### src/rtl/misc_op_stash_pkg.sv
// Shared types for the misc-opcode path: opcode encoding, width and a legality helper.
// Latency: n/a (types and a pure function only).
// Backpressure: n/a.
package misc_op_stash_pkg;

   localparam int MISC_OP_W = 3;

   // A is a single code; B and C each cover two codes (low bit is don't-care).
   typedef enum logic [MISC_OP_W-1:0] {
      MISC_OP_A = 3'b000,
      MISC_OP_B = 3'b100,
      MISC_OP_C = 3'b110
   } misc_opcode_e;

   // Same wildcard patterns the decoder's casez uses: 000, 10?, 11?.
   function automatic logic misc_op_legal(input logic [MISC_OP_W-1:0] op);
      logic ok;
      casez (op)
         3'b000:  ok = 1'b1;
         3'b10?:  ok = 1'b1;
         3'b11?:  ok = 1'b1;
         default: ok = 1'b0;
      endcase
      return ok;
   endfunction

endpackage

### src/rtl/misc_stash_ring.sv
// Ring buffer for buffered opcodes: storage array, read/write pointers and occupancy count.
// Latency: a write at edge N is readable at rd_dat after edge N; rd_dat is the head entry.
// Backpressure: none internally; caller must not write when full nor read when empty.
module misc_stash_ring #(
   parameter int DEPTH = 4,
   parameter int W     = 3
) (
   input  logic                     clk,
   input  logic                     rst_n,
   input  logic                     flush,
   input  logic                     wr_en,
   input  logic [W-1:0]             wr_dat,
   input  logic                     rd_en,
   output logic [W-1:0]             rd_dat,
   output logic [$clog2(DEPTH):0]   count
);

   localparam int AW = $clog2(DEPTH);
   localparam int CW = AW + 1;

   logic [W-1:0]  mem [DEPTH];
   logic [AW-1:0] wr_ptr;
   logic [AW-1:0] rd_ptr;

   // Pointers wrap naturally since DEPTH is a power of two; count is one bit wider to hold DEPTH.
   always_ff @(posedge clk or negedge rst_n) begin
      if (!rst_n) begin
         wr_ptr <= '0;
         rd_ptr <= '0;
         count  <= '0;
      end else if (flush) begin
         wr_ptr <= '0;
         rd_ptr <= '0;
         count  <= '0;
      end else begin
         if (wr_en) wr_ptr <= wr_ptr + 1'b1;
         if (rd_en) rd_ptr <= rd_ptr + 1'b1;
         count <= count + CW'(wr_en) - CW'(rd_en);
      end
   end

   // Storage is cleared on reset so the head never presents X, even before the first write.
   always_ff @(posedge clk or negedge rst_n) begin
      if (!rst_n) begin
         for (int i = 0; i < DEPTH; i++) mem[i] <= '0;
      end else if (wr_en && !flush) begin
         mem[wr_ptr] <= wr_dat;
      end
   end

   assign rd_dat = mem[rd_ptr];

endmodule

### src/rtl/misc_op_stash.sv
// Opcode stash ahead of the misc decoder; optional illegal-opcode filter via MISC_STASH_ILLEGAL_CHK_EN.
// Latency: push at edge N is visible on out_valid/stash after edge N (no same-cycle bypass).
// Backpressure: in_ready drops when full (no pop-through) or during flush; stalls are counted.
module misc_op_stash
   import misc_op_stash_pkg::*;
#(
   parameter int DEPTH   = 4,
   parameter int STALL_W = 8
) (
   input  logic                     clk,
   input  logic                     rst_n,
   input  logic                     flush,
   input  logic                     in_valid,
   output logic                     in_ready,
   input  logic [MISC_OP_W-1:0]     in_op,
   output logic                     out_valid,
   input  logic                     out_ready,
   output logic [MISC_OP_W-1:0]     stash,
   output logic [$clog2(DEPTH):0]   count,
   output logic [STALL_W-1:0]       stall_cnt,
   output logic                     illegal
);

   localparam int CW = $clog2(DEPTH) + 1;
   localparam logic [STALL_W-1:0] STALL_MAX = '1;

   typedef enum logic [1:0] {EMPTY, PARTIAL, FULL} stash_state_e;

   stash_state_e           state_q, state_d;
   logic                   rdy_q;
   logic                   push_hs;
   logic                   pop;
   logic                   op_ok;
   logic                   wr_en;
   logic [MISC_OP_W-1:0]   head;

   assign in_ready  = rdy_q && (count < CW'(DEPTH)) && !flush;
   assign push_hs   = in_valid && in_ready;
   assign out_valid = (state_q != EMPTY);
   // A pop coinciding with flush is not treated as consumed.
   assign pop       = out_valid && out_ready && !flush;
   assign wr_en     = push_hs && op_ok;
   assign stash     = out_valid ? head : '0;

`ifdef MISC_STASH_ILLEGAL_CHK_EN
   assign op_ok = misc_op_legal(in_op);

   // Illegal opcodes still complete the handshake; flag them one cycle later.
   always_ff @(posedge clk or negedge rst_n) begin
      if (!rst_n) illegal <= 1'b0;
      else        illegal <= push_hs && !op_ok;
   end
`else
   assign op_ok   = 1'b1;
   assign illegal = 1'b0;
`endif

   misc_stash_ring #(
      .DEPTH (DEPTH),
      .W     (MISC_OP_W)
   ) u_ring (
      .clk    (clk),
      .rst_n  (rst_n),
      .flush  (flush),
      .wr_en  (wr_en),
      .wr_dat (in_op),
      .rd_en  (pop),
      .rd_dat (head),
      .count  (count)
   );

   // Hold in_ready low through reset and until the first edge after release.
   always_ff @(posedge clk or negedge rst_n) begin
      if (!rst_n) rdy_q <= 1'b0;
      else        rdy_q <= 1'b1;
   end

   // FSM state register.
   always_ff @(posedge clk or negedge rst_n) begin
      if (!rst_n) state_q <= EMPTY;
      else        state_q <= state_d;
   end

   // Next state tracks occupancy: empty / some / full; flush always returns to EMPTY.
   always_comb begin
      state_d = state_q;
      if (flush) begin
         state_d = EMPTY;
      end else begin
         case (state_q)
            EMPTY:   if (wr_en) state_d = PARTIAL;
            PARTIAL: begin
               if (wr_en && !pop && (count == CW'(DEPTH - 1)))
                  state_d = FULL;
               else if (pop && !wr_en && (count == CW'(1)))
                  state_d = EMPTY;
            end
            FULL:    if (pop) state_d = PARTIAL;
            default: state_d = EMPTY;
         endcase
      end
   end

   // Saturating count of cycles where the decoder holds off a valid stash.
   always_ff @(posedge clk or negedge rst_n) begin
      if (!rst_n)
         stall_cnt <= '0;
      else if (flush)
         stall_cnt <= '0;
      else if (out_valid && !out_ready && (stall_cnt != STALL_MAX))
         stall_cnt <= stall_cnt + 1'b1;
   end

endmodule

### config.mk
export PLATFORM = sky130hd
export DESIGN_NAME = misc_op_stash
export DESIGN_NICKNAME = d
export VERILOG_FILES = /design/src/rtl/misc_op_stash_pkg.sv /design/src/rtl/misc_stash_ring.sv /design/src/rtl/misc_op_stash.sv
export SDC_FILE = /design/constraint.sdc
export NUM_CORES = 1
export LEC_CHECK = 0
export CORE_MARGIN = 4
export CORE_UTILIZATION = 46
export DETAILED_ROUTE_END_ITERATION = 16
export GPL_ROUTABILITY_DRIVEN = 0
export GPL_TIMING_DRIVEN = 0
export PLACE_DENSITY = 0.7
export SYNTH_ARGS = -nofsm -noshare
export SYNTH_HDL_FRONTEND = slang
export SYNTH_SLANG_ARGS = --single-unit
### constraint.sdc
create_clock -name clk -period 2.2 [get_ports clk]
set_input_delay 0.22 -clock clk [delete_from_list [all_inputs] [get_ports clk]]
set_output_delay 0.22 -clock clk [all_outputs]
set_load 0.005 [all_outputs]
==> run_results.csv <==
group,metric,value,unit
critical_path,reg2reg_to,"u_ring.count[2]",
critical_path,crit_required,1.98,ns
critical_path,endpoint_kind,"output port",
sta,worstMarginPinSlew,0.686,ns
cts,h-tree-depth,2,
routing,wl_per_cell,14.3,um
grt,first_global_vias,1161,
routing,num_vias,1129,
cts,cts_buffers,5,
grt,grt.overflow.total,0,
floorplan,die_width,66.9,um
floorplan,ios,25,
critical_path,r2r-start,"state_q[1]",
sta,period_share,95.0,%
logic_synthesis,synth_cells,141,
logic_synthesis,syn-num-nets,157,
cells_and_area,area_growth,22.6,%
sta,setup_viol,0,
power_and_ir_drop,power.total,0.00120,W
placement,dp_hpwl,2310,um
cells_and_area,drive_gt1_share,22.1,%
critical_path,reg2reg_depth,10,
hold_path,hold_class,"in -> async",
logic_synthesis,ys_seq_elements,30,
cells_and_area,nets,187,
sta,final_max_slew_viol_count,0,
logic_synthesis,synth_ff_type,"dfrtp_1",
cts,clkLatencyLatePin,0.33,ns
logic_synthesis,synth_area,0.00160,mm^2
routing,drt-vias-per-instance,5.18,
cts,cts_sinks,30,
routing,antenna_left,0,
cts,cts-root-buf,"clkbuf_4",
grt,grt.total_usage,16.9,%
routing,drt-initial-drc-count,46,
routing,wl,3120,um
status,status,"complete, no violations",
power_and_ir_drop,ir_drop,374,uV
power_and_ir_drop,p_leak,0.875,nW
cells_and_area,fin_area,0.00196,mm^2
logic_synthesis,yosysSeqAreaShare,47.1,%
sta,slew_headroom,54.3,%
logic_synthesis,synth-async-reset-ratio,100,%
critical_path,reg2reg_slack,0.19,ns
cts,cts_tree,"yes",
cells_and_area,antennaDiodeCount,0,
sta,hold_violations,0,
floorplan,die_area,0.00447,mm^2
placement,place_ws,-0.798,ns
grt,grt_max_degree,31,
floorplan,die_h,66.9,um
logic_synthesis,yosysWarnings,0,
placement,io_buffers,23,
critical_path,cp-start-kind,"flop",
critical_path,crit_fanout,4,
cts,clk_pin_slew,0.10,ns
sta,rsz0062_at_grt,"false",
grt,grt_first_pass_wirelength,5440,um
routing,drc,0,
logic_synthesis,syn_area_per_cell,11.3,um^2
grt,antenna_found_initial,0,
sta,setup_ws,0.111,ns
sta,fin_skew,0.00995,ns
power_and_ir_drop,powerDensity,616,mW/mm^2
floorplan,coreArea,0.00334,mm^2
critical_path,path_class,"reg -> out",
critical_path,crit_arrival,1.87,ns
sta,clock.fmax,479,MHz
placement,placedCellCount,210,
sta,fin_crit,2.09,ns
floorplan,rows,21,
logic_synthesis,synthDistinctLibCells,38,
placement,dpl_cell_area,0.00188,mm^2
run,cap_violations,0,
cts,cts_buffer_depth,2,
floorplan,start_util,47.8,%
cells_and_area,layout.cells.non_filler,218,
logic_synthesis,synth_edf_count,0,
routing,first_pass_iters,4,
synth_stat cells (2+ instances only):
| master | number | share of area, % |
|---|---|---|
| nand3_1 | 2 | 0.63 |
| buf_4 | 2 | 0.94 |
| mux4_2 | 3 | 4.2 |
| nand2_1 | 10 | 2.4 |
| nor2_1 | 11 | 2.6 |
| o31ai_1 | 2 | 0.94 |
| conb_1 | 2 | 0.47 |
| nor3_1 | 3 | 0.94 |
| xnor2_1 | 2 | 1.1 |
| ha_1 | 7 | 5.5 |
| clkbuf_1 | 3 | 0.71 |
| nor2b_1 | 6 | 2.4 |
| mux2i_1 | 2 | 1.3 |
| inv_1 | 7 | 1.6 |
| dfrtp_1 | 30 | 47 |
| or3_1 | 2 | 0.78 |
| or3b_2 | 2 | 1.1 |
| xor2_1 | 3 | 1.6 |
| mux2_2 | 13 | 9.2 |
| nand4_1 | 3 | 1.2 |
| o21ai_0 | 4 | 1.3 |
| nand3b_1 | 2 | 0.94 |
| a21oi_1 | 5 | 1.6 |
stage by stage:
stage                     utilization [%]  setup TNS, ns  hold WS, ns
after floorplan                         -              0      -0.0756
after global placement               56.4          -1.72        0.483
after detailed placement             56.4          -1.87        0.496
after CTS                            58.4              0        0.517
after global routing                 58.6              0        0.487
final                                58.6              0        0.448
layer usage:
metal	up-vias	share of wire, %	track usage [%]
met1	554	48	21.9
met2	24	47	25.6
met5	-	0	0
met3	5	3.9	4.72
met4	0	1.4	8.61
li1	546	-	-
kinds of logic after synthesis:
group / after synthesis / synth area share (%)
multiplexers: 18 / 14.7
buffers and inverters: 14 / 4.31
flip-flops: 30 / 47.1
AND/OR/NAND/NOR: 47 / 16.1
AO/OA/AOI/OAI: 17 / 7.92
adder cells (fa/ha/maj): 8 / 6.74
XOR/XNOR: 5 / 2.75
other: 2 / 0.471
critical path, cell delays in order, from the launching register on:
cell and delay (ns):
dfrtp_2 0.44, mux4_2 0.50, nor2b_1 0.14, clkdlybuf4s50_1 0.45
how the worst max path moves through the flow:
stage | end | startpoint | cells after the start
global placement | u_ring.count[2] | flush | 11
CTS | u_ring.count[2] | flush | 11
detailed placement | u_ring.count[2] | flush | 11
global route | stash[2] | u_ring.rd_ptr[0] | 3
floorplan | u_ring.count[2] | flush | 10
finish | stash[2] | u_ring.rd_ptr[0] | 3
timing repair:
item                       CTS  global route
setup endpoints to repair    5             4
gates resized for setup      5             2
hold buffers                 0             1
setup buffers                0             1
hold endpoints to repair     0            30
registers in the layout, summed over array words and instances (netlist names):
| register | cells |
|---|---|
| u_ring.mem | 12 |
| stall_cnt | 8 |
| u_ring.count | 3 |
| state_q | 2 |
| u_ring.rd_ptr | 2 |
| u_ring.wr_ptr | 2 |
| rdy_q | 1 |
layout by cell type (no fill, tap or decap), types with 2 or more instances in the layout:
master           synthesis  routed
clkdlybuf4s50_1          0      21
nand3b_1                 2       2
conb_1                   2       2
nor2_1                  11      11
nand4_1                  3       3
or3_1                    2       2
ha_1                     7       7
xor2_1                   3       3
mux4_2                   3       3
nand3_1                  2       2
buf_4                    2       3
xnor2_1                  2       2
dfrtp_1                 30      29
nor2b_1                  6       6
nor3_1                   3       3
mux2i_1                  2       2
or3b_2                   2       2
clkbuf_4                 0       6
mux2_2                  13      13
buf_2                    1       2
o31ai_1                  2       2
a21oi_1                  5       5
nand2_1                 10      10
o21ai_0                  4       3
inv_1                    7       7
area by class of cell:
| cell class | count | area, um^2 |
|---|---|---|
| fillers | 291 | 1380 |
| repair buffers | 25 | 245 |
| inverters | 7 | 26.3 |
| plain buffers | 5 | 38.8 |
| multi-input cells | 97 | 776 |
| flip-flops and latches | 30 | 752 |
| clock buffers | 7 | 55.1 |
| clock inverters | 1 | 5.00 |
| well taps | 46 | 57.6 |
power breakdown:
group | total, W | switching, W | internal, W | leakage (nW)
Sequential | 0.000649 | 0.0000357 | 0.000613 | 0.401
Combinational | 0.000205 | 0.0000774 | 0.000127 | 0.439
Clock | 0.000351 | 0.000197 | 0.000155 | 0.0353
Total | 0.00120 | 0.000310 | 0.000895 | 0.875
Power figures use the tool's default switching activity.
